**src/rtl/mem_port_arbiter.sv**
```systemverilog
// Shares one MAR/MBR memory port between instruction fetch (IF) and load/store (LS).
// Runs the MFA/MFC handshake with a wait-state timeout and bounded LS-over-IF priority.
//
//   state  | meaning
//   IDLE   | no access in flight; selects the owner of the next access
//   ACCESS | MFA high, waiting for MFC or timeout
//   DONE   | one-cycle ack to the owner; rdata/err valid
module mem_port_arbiter #(
    parameter int DATA_W       = 32,
    parameter int TIMEOUT      = 15,
    parameter int LS_BURST_MAX = 2
) (
    input  logic              Clk,
    input  logic              Reset,
    input  logic              req_if,
    input  logic [DATA_W-1:0] addr_if,
    output logic              ack_if,
    input  logic              req_ls,
    input  logic [DATA_W-1:0] addr_ls,
    input  logic [DATA_W-1:0] wdata_ls,
    input  logic              rw_ls,
    input  logic              wb_ls,
    output logic              ack_ls,
    output logic [DATA_W-1:0] rdata,
    output logic              err,
    output logic              MFA,
    input  logic              MFC,
    output logic              READ_WRITE,
    output logic              WORD_BYTE,
    output logic [DATA_W-1:0] mem_addr,
    output logic [DATA_W-1:0] mem_wdata,
    input  logic [DATA_W-1:0] mem_rdata
);

    typedef enum logic [1:0] {IDLE, ACCESS, DONE} state_t;

    localparam logic [7:0] WAIT_LAST = 8'(TIMEOUT - 1);
    localparam logic [7:0] RUN_MAX   = 8'(LS_BURST_MAX);

    state_t     state;
    logic       owner_ls;
    logic [7:0] wait_cnt;
    logic [7:0] ls_run;
    logic       grant_ls;

    // LS wins ties until it has taken RUN_MAX grants in a row over a waiting IF.
    always_comb begin
        grant_ls = 1'b0;
        if (req_ls && !(req_if && ls_run == RUN_MAX))
            grant_ls = 1'b1;
    end

    always_ff @(posedge Clk) begin
        if (Reset) begin
            state      <= IDLE;
            owner_ls   <= 1'b0;
            wait_cnt   <= '0;
            ls_run     <= '0;
            ack_if     <= 1'b0;
            ack_ls     <= 1'b0;
            rdata      <= '0;
            err        <= 1'b0;
            MFA        <= 1'b0;
            READ_WRITE <= 1'b1;
            WORD_BYTE  <= 1'b1;
            mem_addr   <= '0;
            mem_wdata  <= '0;
        end else begin
            ack_if <= 1'b0;
            ack_ls <= 1'b0;
            case (state)
                IDLE: begin
                    if (req_if || req_ls) begin
                        state    <= ACCESS;
                        MFA      <= 1'b1;
                        wait_cnt <= '0;
                        owner_ls <= grant_ls;
                        if (grant_ls) begin
                            mem_addr   <= addr_ls;
                            mem_wdata  <= wdata_ls;
                            READ_WRITE <= rw_ls;
                            WORD_BYTE  <= wb_ls;
                            ls_run     <= req_if ? ls_run + 8'd1 : 8'd0;
                        end else begin
                            mem_addr   <= addr_if;
                            READ_WRITE <= 1'b1;
                            WORD_BYTE  <= 1'b1;
                            ls_run     <= '0;
                        end
                    end
                end
                ACCESS: begin
                    wait_cnt <= wait_cnt + 8'd1;
                    if (MFC) begin
                        if (READ_WRITE)
                            rdata <= WORD_BYTE ? mem_rdata
                                               : {{(DATA_W-8){1'b0}}, mem_rdata[7:0]};
                        err    <= 1'b0;
                        MFA    <= 1'b0;
                        state  <= DONE;
                        ack_if <= !owner_ls;
                        ack_ls <= owner_ls;
                    end else if (wait_cnt == WAIT_LAST) begin
                        rdata  <= '0;
                        err    <= 1'b1;
                        MFA    <= 1'b0;
                        state  <= DONE;
                        ack_if <= !owner_ls;
                        ack_ls <= owner_ls;
                    end
                end
                DONE: begin
                    state <= IDLE;
                end
                default: begin
                    state <= IDLE;
                end
            endcase
        end
    end

endmodule
```
**config.mk**
```make
export PLATFORM = sky130hd
export DESIGN_NAME = mem_port_arbiter
export DESIGN_NICKNAME = d
export VERILOG_FILES = /design/src/rtl/mem_port_arbiter.sv
export SDC_FILE = /design/constraint.sdc
export NUM_CORES = 1
export LEC_CHECK = 0
export BUFFER_PORTS_ARGS = -buffer_cell sky130_fd_sc_hd__buf_4
export CAP_MARGIN = 15
export CORE_MARGIN = 2
export CORE_UTILIZATION = 46
export CTS_CLUSTER_SIZE = 8
export DETAILED_ROUTE_END_ITERATION = 7
export PLACE_DENSITY_LB_ADDON = 0.05
export SLEW_MARGIN = 25
export SYNTH_ARGS = -nofsm -noshare
export SYNTH_HDL_FRONTEND = slang
export SYNTH_SLANG_ARGS = --single-unit
```
**constraint.sdc**
```tcl
create_clock -name Clk -period 2.51 [get_ports Clk]
set_input_delay 0.502 -clock Clk [delete_from_list [all_inputs] [get_ports Clk]]
set_output_delay 0.502 -clock Clk [all_outputs]
set_load 0.01 [all_outputs]
```
* Word level (Yosys, flattened, before mapping)
Cells that the tools add are included.
Word-level totals: flip-flop bits (word level) 121, input bits 135, output and inout bits 102, logic and storage cells 64
Cells by class: add/sub/neg operators 2, eq/ne operators 6, muxes and demuxes 26, bitwise logic cells 1, reductions and logical operators 16
Operators with widths (count):
- $mux 32 | 5
- $mux 8 | 3
- $add 8x1->8 const B | 2
- $pmux 8 s2 | 1
- $mux 1 | 12
- $reduce_and 3->1 | 3
- $eq 8x2->1 const B | 1
- $eq 8x4->1 const B | 1
- $reduce_and 2->1 | 4
- $mux 2 | 3
- $pmux 2 s2 | 1
- $reduce_bool 2->1 | 2
- $ne 3x3->1 const B | 1
- $eq 2x1->1 const B | 1
- $logic_and 1x1->1 | 2
- $logic_not 1->1 | 2
- $logic_not 2->1 | 1
- $ne 2x1->1 const B | 1
- $ne 2x2->1 const B | 1
- $pmux 1 s2 | 1
- $reduce_or 2->1 | 1
- $logic_or 1x1->1 | 1
- $not 1->1 | 1

* Logic depth before layout (Yosys ltp)
Gate-level depths: netlist of run 1.
depth after elaboration 6, depth in mapped cells 7, mapped depth without buffers 6

* Worst setup path after synthesis of run 1
OpenSTA, ideal clock, no wires.
path type reg-to-reg, from register ls_run[0], to register mem_addr[13], library setup time 0.132 ns, arrival 1.682 ns, required time 2.378 ns, setup slack 0.695 ns, cell stages (with the launch flop) 8, buffers on the path 1, clock period less this slack 1.815 ns, cell sequence dfxtp_1 -> inv_1 -> ha_1 -> or4b_4 -> o21a_1 -> clkbuf_1 -> a21oi_1 -> a211oi_1
Between the ends: cells in the longest elaborated chain, start to end 6
RTL lines:
- start, declared | RTL line 43 | logic [7:0] ls_run;
- start signal, assigned | RTL line 83 | ls_run <= req_if ? ls_run + 8'd1 : 8'd0;
- $eq 8x2->1 | RTL line 49 | if (req_ls && !(req_if && ls_run == RUN_MAX))
- $logic_and 1x1->1 | RTL line 49
- $logic_not 1->1 | RTL line 49
- $logic_and 1x1->1 | RTL line 49
- $mux 1 | RTL line 49
- $mux 32 | RTL line 78 | if (grant_ls) begin
- end signal, assigned | RTL line 79 | mem_addr <= addr_ls;
- end signal, assigned | RTL line 85 | mem_addr <= addr_if;
- end, declared | RTL line 30 | output logic [DATA_W-1:0] mem_addr,
No other way between the ends. A chain may end at the register's enable or synchronous reset.

* Worst setup path in the final report of run 1
from register ls_run[0], to register ls_run[7]
Between the ends: cells in the longest elaborated chain, start to end 6, elaborated cells between the ends (all ways) 8, classes of those cells 1 x add/sub; 1 x eq/ne; 3 x mux; 3 x reduce/logical
RTL lines (RTL line):
- parallel branches: the longest is 5 deep, another holds $add 8x1->8
- $mux 8 * | 78
Mark *: on every way between the ends.

==> impl_metrics.yaml, run 1 <==
status:
  status: "complete, no violations"
floorplan:
  die_w_um: 106.2
  core_um2: 10230
  die_y_um: 106.2
  ioPinCount: 237
  start_util: 0.4696
  fp.dieArea_um2: 11280
  row_count: 37
grt:
  grt_max_degree: 61
  antenna_found_initial: 0
  grt_pass1_wl_um: 22340
  grt_pass1_vias: 4798
  grtUsageTotal: 0.2457
  grt-ovfl-total: 0
sta:
  period_needed_ns: 2.007
  setup_tns_ns: 0
  setup_viol: 0
  hold_violations: 0
  rsz0062_at_grt: "no"
  fmax_ghz: 0.4981
  worst_pin_slew_ns: 0.6192
  finalMaxSlewViolations: 0
  slew_headroom: 0.5872
  fin_skew_ns: 0.01113
  timing.final.crit_share: 0.7998
cells_and_area:
  area_growth_pct: 51.04
  nets: 944
  drive_gt1_frac: 0.3557
  n_antenna_cell: 0
yosys:
  syn_nets: 723
  syn_area_um2: 4805
  yosysUniqueCellTypes: 48
  yosysSeqAreaShare: 0.5042
  synthArstFlopShare: 0
  ys_top_cells_by_area: "dfxtp_1 (50%), a21oi_1 (10%), nand2_1 (9.9%), a211oi_1 (5.3%), nor2_1 (3.6%)"
  synth_area_per_cell_um2: 8.227
  synthFlopType: "dfxtp_1"
  synth_top_area_cell: "dfxtp_1"
  syn_inst: 584
  yosysWarnings: 0
  synth_edf_count: 0
  synth_seq_cells: 121
  synth_top_area_share: 0.5042
clock_tree:
  post_cts_resized: 0
  clockBufferDepth: 2
  hold_buffers: 0
  cts-root-buf: "clkbuf_8"
  post_cts_buffers: 0
  cts_buffers: 17
  cts.sinks: 121
  insertion_delay_ns: 0.51
  clkTransAtPathRegs_ns: 0.06
  cts_tree: "built"
  cts.htree.levels: 4
route:
  drtAntennaViolNets: 0
  routed_wl_um: 14140
  drt_iter0_drc: 270
  via_per_inst: 5.278
  num_vias: 5035
  dr.pass1.iters: 4
  routedWlPerCell_um: 14.83
  drc_errors: 0
place:
  port_buffers: 236
  place_congestion: 0.7733
  post-dp-hpwl_um: 9877
pwr:
  p_per_area_nw_per_um2: 746.2
  totalPowerFinal_uw: 5415
  leakagePower_uw: 0.003218
  ir_drop_uv: 497.8
flow_run:
  maxCapViolCount: 0
setup_path:
  cpPeakStageDelay_ns: 0.50
  critPathLaunchType: "flip-flop"
  crit_required_ns: 2.90
  r2r_slack_ns: 0.50
  cp.arrival_ns: 2.39
  crit_start: "ls_run[0]"
  crit_path_end_kind: "flip-flop"
  r2r-start: "ls_run[0]"
  r2r_end: "ls_run[7]"
  rr_worst_depth: 6
  worstSetupEndpoint: "ls_run[7]"
  slowest_stage: "nor4b_1"
  criticalPathCategory: "flip-flop to flip-flop"
  worst-path-max-fanout: 10
  path_cells: "inv_1 -> ha_1 -> nor4b_1 -> a211oi_2 -> and4b_1 -> a211o_2"
hold_path:
  hold_class: "input pin to flip-flop"
==> logic make-up (layout without fill, tap and decap cells) <==
logic type | count (synthesis) | in the layout | synth area share
simple gates | 213 | 213 | 0.1919
flops | 121 | 121 | 0.5042
compound gates | 193 | 193 | 0.2388
buf+inv | 48 | 282 | 0.04323
fa+ha+maj | 4 | 4 | 0.01042
mux | 5 | 5 | 0.01146
==> layer usage <==
| layer | GRT usage | routed length, um | vias up |
|---|---|---|---|
| met4 | 0.08459 | 333 | 0 |
| met3 | 0.08829 | 955 | 30 |
| met1 | 0.2732 | 5507 | 2351 |
| met5 | 0 | 0 | - |
| met2 | 0.4327 | 7347 | 173 |
| li1 | - | - | 2481 |
==> critical path, delay by kind of cell, from the launching register on <==
family	cells	cell delay (ns)
buffers and inverters	1	0.09
AND/OR/NAND/NOR	2	0.76
AO/OA/AOI/OAI	2	0.55
flip-flops	1	0.33
adder cells (fa/ha/maj)	1	0.16
==> sequential cells by signal, summed over array words and instances (netlist names) <==
| name | flops |
|---|---|
| MFA | 1 |
| rdata | 32 |
| mem_addr | 32 |
| mem_wdata | 32 |
| ack_ls | 1 |
| wait_cnt | 8 |
| READ_WRITE | 1 |
| state | 2 |
| err | 1 |
| ack_if | 1 |
| WORD_BYTE | 1 |
| ls_run | 8 |
| owner_ls | 1 |
==> through the flow <==
stage / worst slack, ns / cells / hold WS, ns / instance area, um2 / util
finish: 0.5026 / 954 / 0.2140 / 7257 / 0.7093
global route: 0.3880 / 954 / 0.1953 / 7257 / 0.7093
CTS: 0.4904 / 954 / 0.1984 / 7257 / 0.7093
detailed placement: 0.4410 / 922 / 0.4466 / 6656 / 0.6506
global placement: 0.5131 / 922 / 0.4427 / 6656 / 0.6506
floorplan: 0.6954 / 584 / 0.4163 / 4805 / -
==> final cells by class <==
type | instances | area [um2]
inverters | 3 | 11.26
well taps | 136 | 170.2
flip-flops and latches | 121 | 2422
repair buffers | 247 | 1867
multi-input cells | 415 | 2186
clock inverters | 13 | 168.9
clock buffers | 19 | 431.7
fillers | 835 | 2974
==> synthesized netlist by cell type, types with 2 or more instances <==
cell	count
and3_1	2
or3b_1	2
a211oi_1	34
o22ai_1	2
a22o_1	8
and4b_1	3
mux2_2	4
a31oi_1	4
nor3_1	6
buf_2	4
o21a_1	2
and4_1	2
nand4_1	3
dfxtp_1	121
a21oi_1	100
o21ai_0	30
nand2b_1	3
nor4_1	2
a22oi_1	2
nand2_1	127
buf_4	6
nor2_1	46
clkbuf_1	35
ha_1	4
inv_1	3
nand3_1	7
==> worst min-delay path by stage <==
| stage | cells after the start | startpoint | endpoint | slack [ns] |
|---|---|---|---|---|
| global route | 2 | mem_rdata[3] | rdata[3] | 0.20 |
| global placement | 2 | mem_wdata[23] | mem_wdata[23] | 0.44 |
| detailed placement | 2 | mem_wdata[28] | mem_wdata[28] | 0.45 |
| CTS | 2 | mem_rdata[4] | rdata[4] | 0.20 |
| floorplan | 1 | owner_ls | ack_if | 0.42 |
| finish | 2 | mem_rdata[4] | rdata[4] | 0.21 |
==> power by group <==
group          leakage, uW  switching [uW]  internal [uW]
combinational      0.00193             435            420
clock             0.000293             888           1550
sequential        0.000991            70.8           2050
total              0.00322            1390           4020
==> placed cells by master (no fill, tap or decap), drive strengths merged, types with 4 or more instances in the layout <==
cell type and instances:
mux2 4, nand2 127, a211oi 35, inv 6, ha 4, a21oi 100, nand3 7, dfxtp 121
clkinv 6, clkbuf 19, buf 247, nor3 6, a31oi 4, o21ai 32, nor2 47, a22o 8
(Power assumes the default switching activity.)
==> run 2: changes to the inputs <==
--- a/config.mk
+++ b/config.mk
@@ -8,7 +8,7 @@
 export BUFFER_PORTS_ARGS = -buffer_cell sky130_fd_sc_hd__buf_4
 export CAP_MARGIN = 15
 export CORE_MARGIN = 2
-export CORE_UTILIZATION = 46
+export CORE_UTILIZATION = 41
 export CTS_CLUSTER_SIZE = 8
 export DETAILED_ROUTE_END_ITERATION = 7
 export PLACE_DENSITY_LB_ADDON = 0.05
==> constraint.sdc (replaced) <==
create_clock -name Clk -period 1.75 [get_ports Clk]
set_input_delay 0.35 -clock Clk [delete_from_list [all_inputs] [get_ports Clk]]
set_output_delay 0.35 -clock Clk [all_outputs]
set_load 0.01 [all_outputs]
==> impl_metrics.yaml, run 2 (synthesized netlist as in run 1, its figures left out) <==
setup_path:
  critPathLaunchType: "flip-flop"
  rr_worst_depth: 7
  crit_path_end_kind: "flip-flop"
  crit_required_ns: 2.03
  cp.arrival_ns: 2.14
  r2r_slack_ns: -0.11
  criticalPathCategory: "flip-flop to flip-flop"
  r2r-start: "ls_run[0]"
  worst-path-max-fanout: 33
  r2r_end: "mem_addr[1]"
cells_and_area:
  multi_input_comb_area_um2: 2502
  reg_top3: "mem_addr x32, mem_wdata x32, rdata x32"
  n_antenna_cell: 0
  nets: 968
  final_common_cell: "buf_4"
  fin_util: 0.6932
  mostFrequentLayoutCells: "buf_4 (257), dfxtp_1 (119), nand2_1 (119), a21oi_1 (77), nor2_1 (45)"
  nFillCells: 903
  drive_gt1_frac: 0.4489
  area_growth_pct: 64.74
  final_cell_count_no_fill: 985
  regArea_um2: 2425
grt:
  grtUsageTotal: 0.2336
  grt-ovfl-total: 0
  grt_pass1_wl_um: 24150
  antenna_found_initial: 0
  grt_pass1_vias: 5119
  grt_max_degree: 46
pwr:
  p_int_uw: 5822
  p_per_area_nw_per_um2: 1005
  leakagePower_uw: 0.003438
  pwr-share-seq: 0.383
  power_frac_clock: 0.432
  swShare: 0.2680
  p_switching_uw: 2131
  ir_drop_uv: 716.8
  combPwrFrac: 0.185
floorplan:
  ioPinCount: 237
  fp.dieArea_um2: 12600
  die_y_um: 112.3
  core_um2: 11420
  row_count: 39
  start_util: 0.4208
  die_w_um: 112.3
hold_path:
  holdPathEnd: "WORD_BYTE"
  hold_class: "input pin to flip-flop"
  hold_depth: 3
  hold_start: "wb_ls"
route:
  routedWlPerCell_um: 15.24
  num_vias: 5112
  dr.pass1.iters: 5
  drtAntennaViolNets: 0
  routed_wl_um: 15020
  met1Wirelength_um: 6483
  drt_iter0_drc: 304
  routed.top_layer: "met4"
  via_per_inst: 5.190
  wl_met2_um: 7196
  wl_met3_um: 1049
  drc_errors: 0
clock_tree:
  cts.sinks: 121
  cts.htree.levels: 4
  cts-root-buf: "clkbuf_16"
  insertion_delay_ns: 0.41
  cts_tree: "built"
  clockBufferDepth: 2
  hold_buffers: 0
  cts_buffers: 17
  clkTransAtPathRegs_ns: 0.05
place:
  place_congestion: 0.9016
  preCtsSetupSlack_ns: -0.1593
  dp.cells: 947
  post-dp-hpwl_um: 10140
  port_buffers: 236
sta:
  setup_viol: 43
  whs_ns: 0.1531
  hold_violations: 0
  worst_pin_slew_ns: 0.3983
  timing.final.crit_share: 1.064
  fin_skew_ns: 0.01136
  fin_ws_ns: -0.1125
  slew_headroom: 0.7324
  period_needed_ns: 1.863
  rsz0062_at_grt: "yes"
  finalMaxSlewViolations: 0
  fmax_ghz: 0.5369
flow_run:
  maxCapViolCount: 0
status:
  status: "finished, violations left"
  failed_checks: "setup timing"
==> run 2: cell count changes in the layout (fill, tap and decap cells not counted), sizes merged <==
cell / previous run / this run
buf: 247 / 270
clkinvlp: 1 / 6
clkinv: 6 / 3
bufinv: 3 / 2
inv: 6 / 5
clkbuf: 19 / 20
==> run 2: how the worst max path moves through the flow <==
stage                    from           end  slack (ns)  cells past startpoint
floorplan           ls_run[0]  mem_addr[13]       -0.02                      7
global placement    ls_run[0]  mem_addr[16]       -0.06                      7
detailed placement  ls_run[0]   mem_addr[6]       -0.16                      7
CTS                 ls_run[0]  mem_addr[24]       -0.09                      7
global route        ls_run[0]  mem_addr[12]       -0.16                      8
finish              ls_run[0]   mem_addr[1]       -0.11                      7
==> run 2: stage by stage <==
| step | total power, uW | area [um2] | setup TNS, ns |
|---|---|---|---|
| floorplan | 3685 | 4822 | -0.3754 |
| global placement | 4383 | 6919 | -1.903 |
| detailed placement | 4414 | 6919 | -5.953 |
| CTS | 7937 | 7750 | -2.820 |
| global route | 8293 | 7915 | -7.436 |
| finish | 7953 | 7915 | -2.576 |
==> run 2: worst max-delay path, stage by stage (launching register included) <==
cell and delay, ns:
dfxtp_2 0.32, inv_2 0.07, ha_4 0.13, or4b_4 0.50, o21a_1 0.23, buf_12 0.19, a21oi_1 0.20, a211oi_2 0.08
==> run 2: power groups by stage <==
stage / logic, uW / clock network (uW) / registers [uW]
6_report: 1470 / 3440 / 3050
5_1_grt: 1590 / 3630 / 3070
4_1_cts: 1400 / 3490 / 3050
3_5_place_dp: 1310 / 0 / 3110
3_3_place_gp: 1290 / 0 / 3100
2_1_floorplan: 512 / 0 / 3170
==> run 2: layout make-up <==
cell class	count	area share
clock buffers	19	0.05596
clock inverters	13	0.01834
inverters	3	0.001423
multi-input cells	415	0.3162
flip-flops and latches	121	0.3064
well taps	143	0.02261
repair buffers	271	0.2792
==> run 2: repair_timing <==
item                       in CTS  in global routing
buffers inserted                5                  1
setup endpoints to repair      69                 93
resized for setup              37                 46
pin swaps                      13                 14
gates cloned                    2                  1
==> run 2: routing by layer <==
layer,up-vias,track usage
met5,-,0
met4,0,0.07642
met3,24,0.06803
met2,191,0.3912
met1,2365,0.2905
li1,2532,-
